**src/rtl/lu_rr_arbiter.sv**
```systemverilog
// Round-robin arbiter sharing one combinational logical unit among NREQ requesters.
// The winner's result and tag are captured in a single-entry response buffer.
module lu_rr_arbiter #(
    parameter int N    = 32,
    parameter int NREQ = 4,
    localparam int TW  = $clog2(NREQ)
) (
    input  logic              clk,
    input  logic              rst_n,
    input  logic [NREQ-1:0]   req_valid,
    output logic [NREQ-1:0]   req_ready,
    input  logic [NREQ*N-1:0] req_a,
    input  logic [NREQ*N-1:0] req_b,
    input  logic [NREQ*2-1:0] req_af,
    input  logic [NREQ-1:0]   req_i,
    output logic [N-1:0]      lu_a,
    output logic [N-1:0]      lu_b,
    output logic [1:0]        lu_af,
    output logic              lu_i,
    input  logic [N-1:0]      lu_res,
    output logic              rsp_valid,
    output logic [TW-1:0]     rsp_tag,
    output logic [N-1:0]      rsp_res,
    input  logic              rsp_ready
);

    logic [TW-1:0] ptr_q, ptr_d;
    logic          rsp_valid_q, rsp_valid_d;
    logic [TW-1:0] rsp_tag_q, rsp_tag_d;
    logic [N-1:0]  rsp_res_q, rsp_res_d;

    logic          can_accept;
    logic          gnt_found;
    logic [TW-1:0] gnt_idx;
    logic [TW:0]   cand;
    logic [TW-1:0] sel;

    assign can_accept = !rsp_valid_q || rsp_ready;

    // Priority search starting at ptr; the extra bit in cand lets the sum wrap modulo NREQ
    // even when NREQ is not a power of two.
    always_comb begin
        gnt_found = 1'b0;
        gnt_idx   = ptr_q;
        cand      = '0;
        for (int unsigned off = 0; off < NREQ; off++) begin
            cand = {1'b0, ptr_q} + (TW+1)'(off);
            if (cand >= (TW+1)'(NREQ)) begin
                cand = cand - (TW+1)'(NREQ);
            end
            if (!gnt_found && req_valid[cand[TW-1:0]]) begin
                gnt_found = 1'b1;
                gnt_idx   = cand[TW-1:0];
            end
        end
        if (!can_accept || !rst_n) begin
            gnt_found = 1'b0;
        end
    end

    always_comb begin
        req_ready = '0;
        if (gnt_found) begin
            req_ready = NREQ'(1) << gnt_idx;
        end
    end

    // Without a grant the unit still sees requester ptr's fields, never X.
    always_comb begin
        sel   = gnt_found ? gnt_idx : ptr_q;
        lu_a  = req_a[int'(sel)*N +: N];
        lu_b  = req_b[int'(sel)*N +: N];
        lu_af = req_af[int'(sel)*2 +: 2];
        lu_i  = req_i[sel];
    end

    always_comb begin
        ptr_d       = ptr_q;
        rsp_valid_d = rsp_valid_q;
        rsp_tag_d   = rsp_tag_q;
        rsp_res_d   = rsp_res_q;
        if (gnt_found) begin
            rsp_valid_d = 1'b1;
            rsp_tag_d   = gnt_idx;
            rsp_res_d   = lu_res;
            ptr_d       = (gnt_idx == TW'(NREQ-1)) ? '0 : gnt_idx + 1'b1;
        end else if (rsp_valid_q && rsp_ready) begin
            rsp_valid_d = 1'b0;
        end
    end

    always_ff @(posedge clk or negedge rst_n) begin
        if (!rst_n) begin
            ptr_q       <= '0;
            rsp_valid_q <= 1'b0;
            rsp_tag_q   <= '0;
            rsp_res_q   <= '0;
        end else begin
            ptr_q       <= ptr_d;
            rsp_valid_q <= rsp_valid_d;
            rsp_tag_q   <= rsp_tag_d;
            rsp_res_q   <= rsp_res_d;
        end
    end

    assign rsp_valid = rsp_valid_q;
    assign rsp_tag   = rsp_tag_q;
    assign rsp_res   = rsp_res_q;

endmodule

```
**config.mk**
```make
export PLATFORM = sky130hd
export DESIGN_NAME = lu_rr_arbiter
export DESIGN_NICKNAME = d
export VERILOG_FILES = /design/src/rtl/lu_rr_arbiter.sv
export SDC_FILE = /design/constraint.sdc
export NUM_CORES = 1
export LEC_CHECK = 0
export CORE_AREA = 2 2 161 163
export CTS_CLUSTER_DIAMETER = 50
export DETAILED_ROUTE_END_ITERATION = 8
export DIE_AREA = 0 0 163 165
export PLACE_DENSITY = 0.54
export SLEW_MARGIN = 10
export SYNTH_ARGS = -nofsm -noshare
export SYNTH_HDL_FRONTEND = slang
export SYNTH_SLANG_ARGS = --single-unit
export TNS_END_PERCENT = 20
```
**constraint.sdc**
```tcl
create_clock -name clk -period 1.95 [get_ports clk]
set_input_delay 0.195 -clock clk [delete_from_list [all_inputs] [get_ports clk]]
set_output_delay 0.195 -clock clk [all_outputs]
set_load 0.005 [all_outputs]
```
==> results of run 1 <==
metal layers:
metal / wire length, um / global-route usage, % / part of all wire [%]
met5: 0 / 0 / 0
met4: 299 / 3.459 / 1.5
met3: 2089 / 4.721 / 10
met2: 9986 / 24.90 / 50
met1: 7563 / 15.31 / 38
kinds of logic after synthesis:
| group | share of synthesized area [%] |
|---|---|
| mux | 62.93 |
| buf+inv | 5.344 |
| simple gates | 3.750 |
| fa+ha+maj | 1.328 |
| flops | 24.56 |
| compound gates | 2.091 |
how the worst min path moves through the flow:
stage | end | slack (ns) | depth (start not counted)
floorplan | ptr_q[0]$_DFFE_PN0P_ | -0.10 | 0
global placement | rsp_tag[0]$_DFFE_PN0P_ | 0.47 | 1
detailed placement | rsp_tag[0]$_DFFE_PN0P_ | 0.48 | 1
CTS | rsp_res[14]$_DFFE_PN0P_ | 0.34 | 2
global route | rsp_res[23]$_DFFE_PN0P_ | 0.36 | 2
finish | rsp_res[31]$_DFFE_PN0P_ | 0.33 | 2
layout make-up:
class	count	area share, %
flip-flops and latches	37	10.43
clock buffers	5	1.408
well taps	330	4.646
multi-input cells	272	30.75
inverters	5	0.2112
clock inverters	3	0.7743
repair buffers	482	51.78
flip-flops by register name, indices dropped and copies added (netlist names):
name / flops
ptr_q: 2
rsp_valid: 1
rsp_tag: 2
rsp_res: 32
where the power goes:
group	internal, W	switching (W)	leakage (nW)
logic	0.00331	0.00211	3.49
registers	0.000911	0.0000882	0.431
clock network	0.000738	0.000343	0.0944
Yosys cell counts, drive strengths merged:
cell type  count  share of area, %
nor2b          4              0.66
and2           1              0.17
o21bai         1              0.20
inv            5              0.50
dfrtp         37                25
a21oi          2              0.27
or4            1              0.20
nor3           2              0.27
a31oi          1              0.17
o41a           1              0.30
o21ai          2              0.27
mux2i        201                53
mux2          32               9.6
and3b          1              0.23
o311ai         1              0.23
buf           24               4.6
ha             4               1.3
nand2b         1              0.17
clkbuf         2              0.20
nor2           5              0.70
nand2          4              0.40
and3           5              0.96
o211a          1              0.27
a21o           2              0.40
metrics by stage:
step | setup slack (ns) | cells
6_report | -0.6896 | 1134
3_5_place_dp | -1.373 | 1100
4_1_cts | -0.8373 | 1132
3_3_place_gp | -1.408 | 1100
5_1_grt | -0.7808 | 1134
2_1_floorplan | -0.1069 | 340
worst max-delay path, stage by stage (launching register included):
cell and delay, ns:
dfrtp_2 0.44, and3b_1 0.17, or4_4 0.42, and3_4 0.18, nor2_4 0.14, buf_12 0.12
buf_12 0.10, buf_12 0.11, buf_8 0.12, mux2i_1 0.20, buf_2 0.15
what timing repair did:
| action | CTS | global route |
|---|---|---|
| setup endpoints to repair | 71 | 72 |
| setup buffers | 23 | 4 |
| gates resized for setup | 308 | 17 |
| hold buffers | 0 | 0 |
| pin swaps | 6 | 1 |
| gates cloned | 2 | 0 |
==> impl_metrics.ini, run 1 <==
[status]
status = complete, but fails checks
violations = setup timing

[cells_and_area]
ff_latch_area_sq_um = 927.1
design_area_sq_um = 8887
drive_above_1_share_pct = 24.13
synthToLayoutAreaGrowth_pct = 135.7
diodes = 0
fillCellCount = 2561
layout_common_cells = clkdlybuf4s50_1, mux2i_1, buf_2
nets = 1114
multi_input_area_sq_um = 2733
layout_commonest_cell = clkdlybuf4s50_1
post-route-util_pct = 35.50

[clock_tree]
clk_transition_reported_paths_ns = 0.06
cts_tree = yes
htreeDepth = 2
insertion_delay_ns = 0.29
clockBufferDepth = 2
cts_made_buffers = 5
cts-root-buf = clkbuf_16
clkSinkCount = 37

[placed_design]
place_congestion = 0.7481
portBuffers = 412
place_area_sq_um = 8557
dp_hpwl_um = 16550

[timing]
hold_viol_final = 0
skew_ns = 0.004892
slew_headroom_pct = 72.50
worst_slew_pin_slew_ns = 0.4060
hold_ws_ns = 0.3328
period_share_pct = 135.4
setup_viol = 71
slew_violations = 0
finalWorstSetupSlack_ns = -0.6896
min_period_ns = 2.640
setup_tns_ns = -42.03
rsz0062_at_grt = yes
clock.fmax_mhz = 378.8

[synthesis]
syn-cell-area_sq_um = 3770
yosys_warnings = 0
synth-seq-cells = 37
avgSynthCellArea_sq_um = 11.09
synth_cells = 340
ys_seq_area_share_pct = 24.56
synth_cell_types = 30
synth_nets = 651

[global_route]
grt_max_degree = 27
grt.total_usage_pct = 13.72
grt_pass1_wl_um = 27920
overflow = 0
grt_pass1_vias = 4710
antenna_found_initial = 0

[route]
post_drt_wl_per_cell_um = 17.58
dr.first_iter.drc_count = 100
vias = 4489
viasPerCell = 3.959
ant_nets = 0
drt-total-wl_um = 19940
drt_first_pass_iters = 4
drc = 0

[pwr]
p_leak_nw = 4.016
finalPower_w = 0.007499
powerDensity_nw_per_um2 = 843.7
irDropWorstVdd_mv = 0.5743

[worst_setup_path]
critical_path.endpoint = lu_b[24]
critPathArrivalTime_ns = 2.44
ff2ff_path_depth = 9
r2r-end = ptr_q[1]$_DFFE_PN0P_
crit_path_max_fanout = 6
r2r_slack_ns = 0.19
crit_required_ns = 1.75
cp-end-kind = output port
startpoint = ptr_q[1]$_DFFE_PN0P_
timing.rr.start = ptr_q[0]$_DFFE_PN0P_
cp-start-kind = flop
path_class = flop to output port

[floorplanning]
num_rows = 58
die_area_sq_um = 26900
initial_core_util_pct = 15.06
fp.coreArea_sq_um = 25040
die_w_um = 163
io-pin-count = 413
die_y_um = 165

[min_path]
min_path_type = primary input to async pin

[flow_run]
maxCapViolations = 0
Note: power is estimated with default switching activity, not from simulation.
==> inputs of run 2 (changes only) <==
--- a/config.mk
+++ b/config.mk
@@ -10,7 +10,7 @@
 export DETAILED_ROUTE_END_ITERATION = 8
 export DIE_AREA = 0 0 163 165
 export PLACE_DENSITY = 0.54
-export SLEW_MARGIN = 10
+export SLEW_MARGIN = 20
 export SYNTH_ARGS = -nofsm -noshare
 export SYNTH_HDL_FRONTEND = slang
 export SYNTH_SLANG_ARGS = --single-unit
==> results of run 2 <==
Same layout as run 1: the final DEF is identical, and so are final timing and power.
==> inputs of run 3 (changes only) <==
--- a/config.mk
+++ b/config.mk
@@ -9,7 +9,7 @@
 export CTS_CLUSTER_DIAMETER = 50
 export DETAILED_ROUTE_END_ITERATION = 8
 export DIE_AREA = 0 0 163 165
-export PLACE_DENSITY = 0.54
+export PLACE_DENSITY = 0.51
 export SLEW_MARGIN = 20
 export SYNTH_ARGS = -nofsm -noshare
 export SYNTH_HDL_FRONTEND = slang
==> run 3 against run 2 <==
  * The flow still finishes with violations (setup timing)
  * Core utilization down 0.085 points
  * Final cell count up 0.44%
  * Critical path depth up 1
  * Fmax up 1.5%
  * Wire length up 2.8%
  * Worst hold slack worse by 0.32 ns
  * Combinational power about the same
  * Sequential cell count unchanged
  * Sequential share of layout area about the same
  * Power down 4.5%
  * Largest power group unchanged
==> impl_metrics.ini, run 3 (synthesis gave the netlist of run 1 again) <==
[global_route]
antenna_found_initial = 2
grt.total_usage_pct = 14.32
grt_pass1_vias = 4819
grt_pass1_wl_um = 28990
grt_max_degree = 33
overflow = 0

[flow_run]
maxCapViolations = 0

[worst_setup_path]
ff2ff_path_depth = 9
path_class = flop to output port
cp_num_buf_inv = 6
timing.rr.start = ptr_q[0]$_DFFE_PN0P_
r2r_slack_ns = 0.23
worstPathCellList = buf_6, nor3_2, or4_4, and3_4, nor2_4, buf_12, buf_12, buf_8, buf_6, mux2i_1, buf_2
critical_path.max_stage_delay_ns = 0.47
crit_path_max_fanout = 6
critPathArrivalTime_ns = 2.40
cp-end-kind = output port
slowest_stage = or4_4
critical_path.top_delay_family = simple AND/OR/NAND/NOR gates
cp-start-kind = flop
r2r-end = ptr_q[1]$_DFFE_PN0P_
crit_required_ns = 1.75

[pwr]
powerDensity_nw_per_um2 = 807.7
irDropWorstVdd_mv = 0.6136
p_leak_nw = 4.046

[timing]
skew_ns = 0.002611
setup_viol = 71
rsz0062_at_grt = yes
finalWorstSetupSlack_ns = -0.6496
slew_headroom_pct = 71.87
slew_violations = 0
min_period_ns = 2.600
hold_viol_final = 0
worst_slew_pin_slew_ns = 0.4220
period_share_pct = 133.3
clock.fmax_mhz = 384.7

[cells_and_area]
layout_commonest_cell = clkdlybuf4s50_1
layout_common_cells = clkdlybuf4s50_1, mux2i_1, buf_2
drive_above_1_share_pct = 23.42
nets = 1117
synthToLayoutAreaGrowth_pct = 135.2
largest_reg_flops = 32
fillCellCount = 2602
post-route-util_pct = 35.41

[route]
ant_nets = 0
drc = 0
drt_first_pass_iters = 4
drt-total-wl_um = 20490
vias = 4494
dr.first_iter.drc_count = 77
viasPerCell = 3.946
post_drt_wl_per_cell_um = 17.99

[placed_design]
dpl_worst_slack_ns = -1.122
portBuffers = 412
dp_hpwl_um = 16950
place_congestion = 0.7633

[floorplanning]
initial_core_util_pct = 15.06
io-pin-count = 413
die_area_sq_um = 26900
fp.coreArea_sq_um = 25040
die_y_um = 165
die_w_um = 163
num_rows = 58

[clock_tree]
htreeDepth = 2
cts-root-buf = clkbuf_16
insertion_delay_ns = 0.28
cts_tree = yes
cts_made_buffers = 5
clockBufferDepth = 2
clk_transition_reported_paths_ns = 0.05
clkSinkCount = 37

[min_path]
min_path_type = primary input to async pin

[status]
violations = setup timing
status = complete, but fails checks
[run 3: cell types whose count changed in the layout (fill, tap and decap cells not counted), moves of 3 or more]
cell             change
buf_12               -3
buf_2               -10
buf_4               +11
buf_6                -6
clkdlybuf4s15_1      +5
clkdlybuf4s50_1      -4
dlygate4sd2_1        +3
[run 3: per-stage QoR]
stage / hold WS, ns / TNS [ns] / std cells / total power, W / cell area [sq um]
after detailed placement: 0.1817 / -72.18 / 1103 / 0.006319 / 8625
after global routing: 0.05185 / -43.16 / 1139 / 0.007641 / 8866
after global placement: 0.1733 / -70.86 / 1103 / 0.006347 / 8625
after CTS: 0.02352 / -39.92 / 1136 / 0.007267 / 8850
after floorplan: -0.1006 / -3.921 / 340 / 0.003331 / 3774
final: 0.01241 / -36.01 / 1139 / 0.007161 / 8866
[run 3: area by class of cell]
| class | count | area [sq um] | area share, % |
|---|---|---|---|
| Antenna cell | 2 | 5.005 | 0.05645 |
| Clock buffer | 6 | 128.9 | 1.454 |
| Clock inverter | 2 | 10.01 | 0.1129 |
| Inverter | 5 | 18.77 | 0.2117 |
| Multi-Input combinational cell | 272 | 2719 | 30.67 |
| Sequential cell | 37 | 925.9 | 10.44 |
| Tap cell | 330 | 412.9 | 4.657 |
| Timing Repair Buffer | 485 | 4646 | 52.40 |
[run 3: how the worst max path moves through the flow]
stage / from / endpoint / slack (ns) / depth (start not counted)
floorplan: ptr_q[1]$_DFFE_PN0P_ / lu_b[0] / -0.11 / 7
global placement: req_valid[1] / lu_a[17] / -1.11 / 9
detailed placement: req_valid[1] / lu_i / -1.12 / 9
CTS: ptr_q[1]$_DFFE_PN0P_ / lu_b[23] / -0.67 / 11
global route: ptr_q[1]$_DFFE_PN0P_ / lu_b[26] / -0.73 / 11
finish: ptr_q[1]$_DFFE_PN0P_ / lu_b[23] / -0.65 / 11
[run 3: report_power, final]
group          switching, W  internal, W  leakage [nW]
Clock              0.000312     0.000469        0.0706
Sequential        0.0000790     0.000910         0.432
Combinational       0.00212      0.00327          3.54
Total               0.00251      0.00465          4.05
[run 3: timing repair]
action	in CTS	in global routing
endpoints found under the hold margin	5	0
hold buffers	1	0
pin swaps	6	1
gates cloned	3	0
buffers inserted	23	2
endpoints found under the setup margin	71	71
resized for setup	281	10
[run 3: metal layers]
| metal | vias up | part of all wire, % | global-route usage (%) | wire length [um] |
|---|---|---|---|---|
| li1 | 2203 | - | - | - |
| met1 | 2030 | 37 | 15.57 | 7553 |
| met3 | 21 | 11 | 4.897 | 2280 |
| met4 | 0 | 2.2 | 4.425 | 460 |
| met2 | 240 | 50 | 26.16 | 10200 |
| met5 | - | 0 | 0 | 0 |
[run 3: worst reg2reg max path, stage by stage, from the launching register on]
cell and delay (ns):
dfrtp_1 0.40, inv_1 0.11, buf_4 0.12, nor3_1 0.04, o311ai_0 0.29, buf_4 0.21
inv_1 0.06, ha_1 0.28, nand2_1 0.06, nand2_1 0.05
==> variant (config.mk and constraints of run 1) <==
Reset style: synchronous (`rst_n`), changed in one clocked block.
--- a/src/rtl/lu_rr_arbiter.sv
+++ b/src/rtl/lu_rr_arbiter.sv
@@ -90,5 +90,5 @@
     end
 
-    always_ff @(posedge clk or negedge rst_n) begin
+    always_ff @(posedge clk) begin
         if (!rst_n) begin
             ptr_q       <= '0;
Behaviour: differs if rst_n is asserted again (counterexample within 4 cycles, from zero or initial values and one cycle with rst_n low); with rst_n held inactive, the same outputs for 4 cycles.
==> variant against run 1 <==
  * The run still ends with negative setup slack left
  * Worst setup slack improved by 0.26 ns
  * Critical path depth did not move
  * Power decreased by 39%
  * Clock skew rose by 0.0011 ns
  * Via count increased by 9.0%
  * Final area is 3.0% higher
  * Area after synthesis shrank 0.93%
  * Sequential cell count stayed put
  * Largest power group unchanged
  * Wire length rose by 8.4%
  * Die area unchanged
  * Utilization rose by 1.1 points
  * Clock power down 26%
==> variant: results (changes against run 1) <==
drt-initial-drc-count: 146  # +46%
crit_path_start: "ptr_q[0]$_SDFFE_PN0P_"
r2r_cells: 8  # -1
reg2reg_from: "ptr_q[1]$_SDFFE_PN0P_"
use_met3: 0.0379  # -0.00929
synthArstFlopShare: 0  # -1.00
pg_clk_uw: 794  # -26%
cp_data_arrival_time_ns: 2.18  # -0.26 ns
fin_worst_skew_ns: 0.00599  # +0.00110 ns
ctsResizeCount: 341  # +11%
critical_path.endpoint: "lu_a[3]"
setup_viol: 71  # unchanged
internal_power_mw: 3.21  # -35%
routabilityCongestion: 0.769  # +2.8%
synth_nets: 724  # +11%
post-place-ws_ns: -1.16  # +0.212 ns
synth.distinct_cells: 29  # -3.3%
grt_pass1_wl_um: 30000  # +7.3%
grt_usage: 0.145  # +0.00834
yosys_most_used_dff: "dfxtp_1"
wl_per_cell_um: 17.7  # +0.40%
crit_fanout: 7  # +1
synthMuxAreaShare: 0.539  # -0.0906
wl_met1_um: 8450  # +12%
min_path_type: "in2reg"
cellLeakagePower_nw: 3.79  # -5.7%
via_count: 4892  # +9.0%
ir_drop_mv: 0.396  # -31%
synth_compound_area_frac: 0.0224  # +0.00154
fin_ws_ns: -0.427  # +0.263 ns
antenna_found_initial: 1  # +1
synthAdderAreaFrac: 0.0134  # +0.000125
numCtsBuffers: 5  # unchanged
synthTopCellsByArea: "mux2i_1, dfxtp_1, nand2_1, nand3_1, buf_12"
worst_pin_slew_ns: 0.430  # +0.0241 ns
power_frac_comb: 0.640  # -0.083
rrSetupSlack_ns: 0.28  # +0.09 ns
violations: "negative setup slack"
path_delay_family: "buffers and inverters"
grtUsageMet2: 0.267  # +0.0179
routed_wirelength_um: 21600  # +8.4%
layout.nets: 1205  # +8.2%
post_cts.repair.setup_buffers: 40  # +74%
hold_end: "rsp_res[26]$_SDFFE_PN0P_"
status: "finished with violations"
grt_max_degree: 43  # +59%
dp_hpwl_um: 17200  # +3.7%
antennaDiodeCount: 0  # unchanged
wl_met2_um: 11200  # +12%
layout-drive-gt1-share: 0.227  # -0.0142
max_stage_delay_ns: 0.35  # -0.09 ns
met3_length_um: 1700  # -18%
grt_use_met1: 0.173  # +0.0196
synthDominantCellAreaShare: 0.539  # +0.00501
avgSynthCellArea_um2: 9.04  # -18%
synth_seq_area_share: 0.198  # -0.0473
==> variant: cell types whose count changed after synthesis, moves of 3 or more <==
cell | run 1 | this run
and2_1 | 1 | 5
and3_1 | 4 | 1
buf_12 | 3 | 7
buf_2 | 14 | 5
clkbuf_1 | 2 | 9
clkbuf_4 | 0 | 5
dfrtp_1 | 37 | 0
dfxtp_1 | 0 | 37
mux2_2 | 32 | 0
nand2_1 | 4 | 68
nand3_1 | 0 | 33
==> variant: per-stage QoR <==
step                      instance area, µm²  hold slack [ns]  power, mW  setup TNS, ns
after floorplan                         3740            0.294       1.95          -2.92
after global placement                  8460            0.440       3.54         -78.81
after detailed placement                8460            0.444       3.54         -79.10
after CTS                               9170            0.443       4.67         -30.73
after global routing                    9150            0.452       4.89         -33.39
final                                   9150            0.447       4.61         -23.62
==> variant: area by class of cell <==
class,count,area (µm²)
inverters,4,15.0
clock buffers,7,143
multi-input cells,338,2840
repair buffers,508,5000
well taps,330,413
fillers,2545,15900
flip-flops and latches,37,744
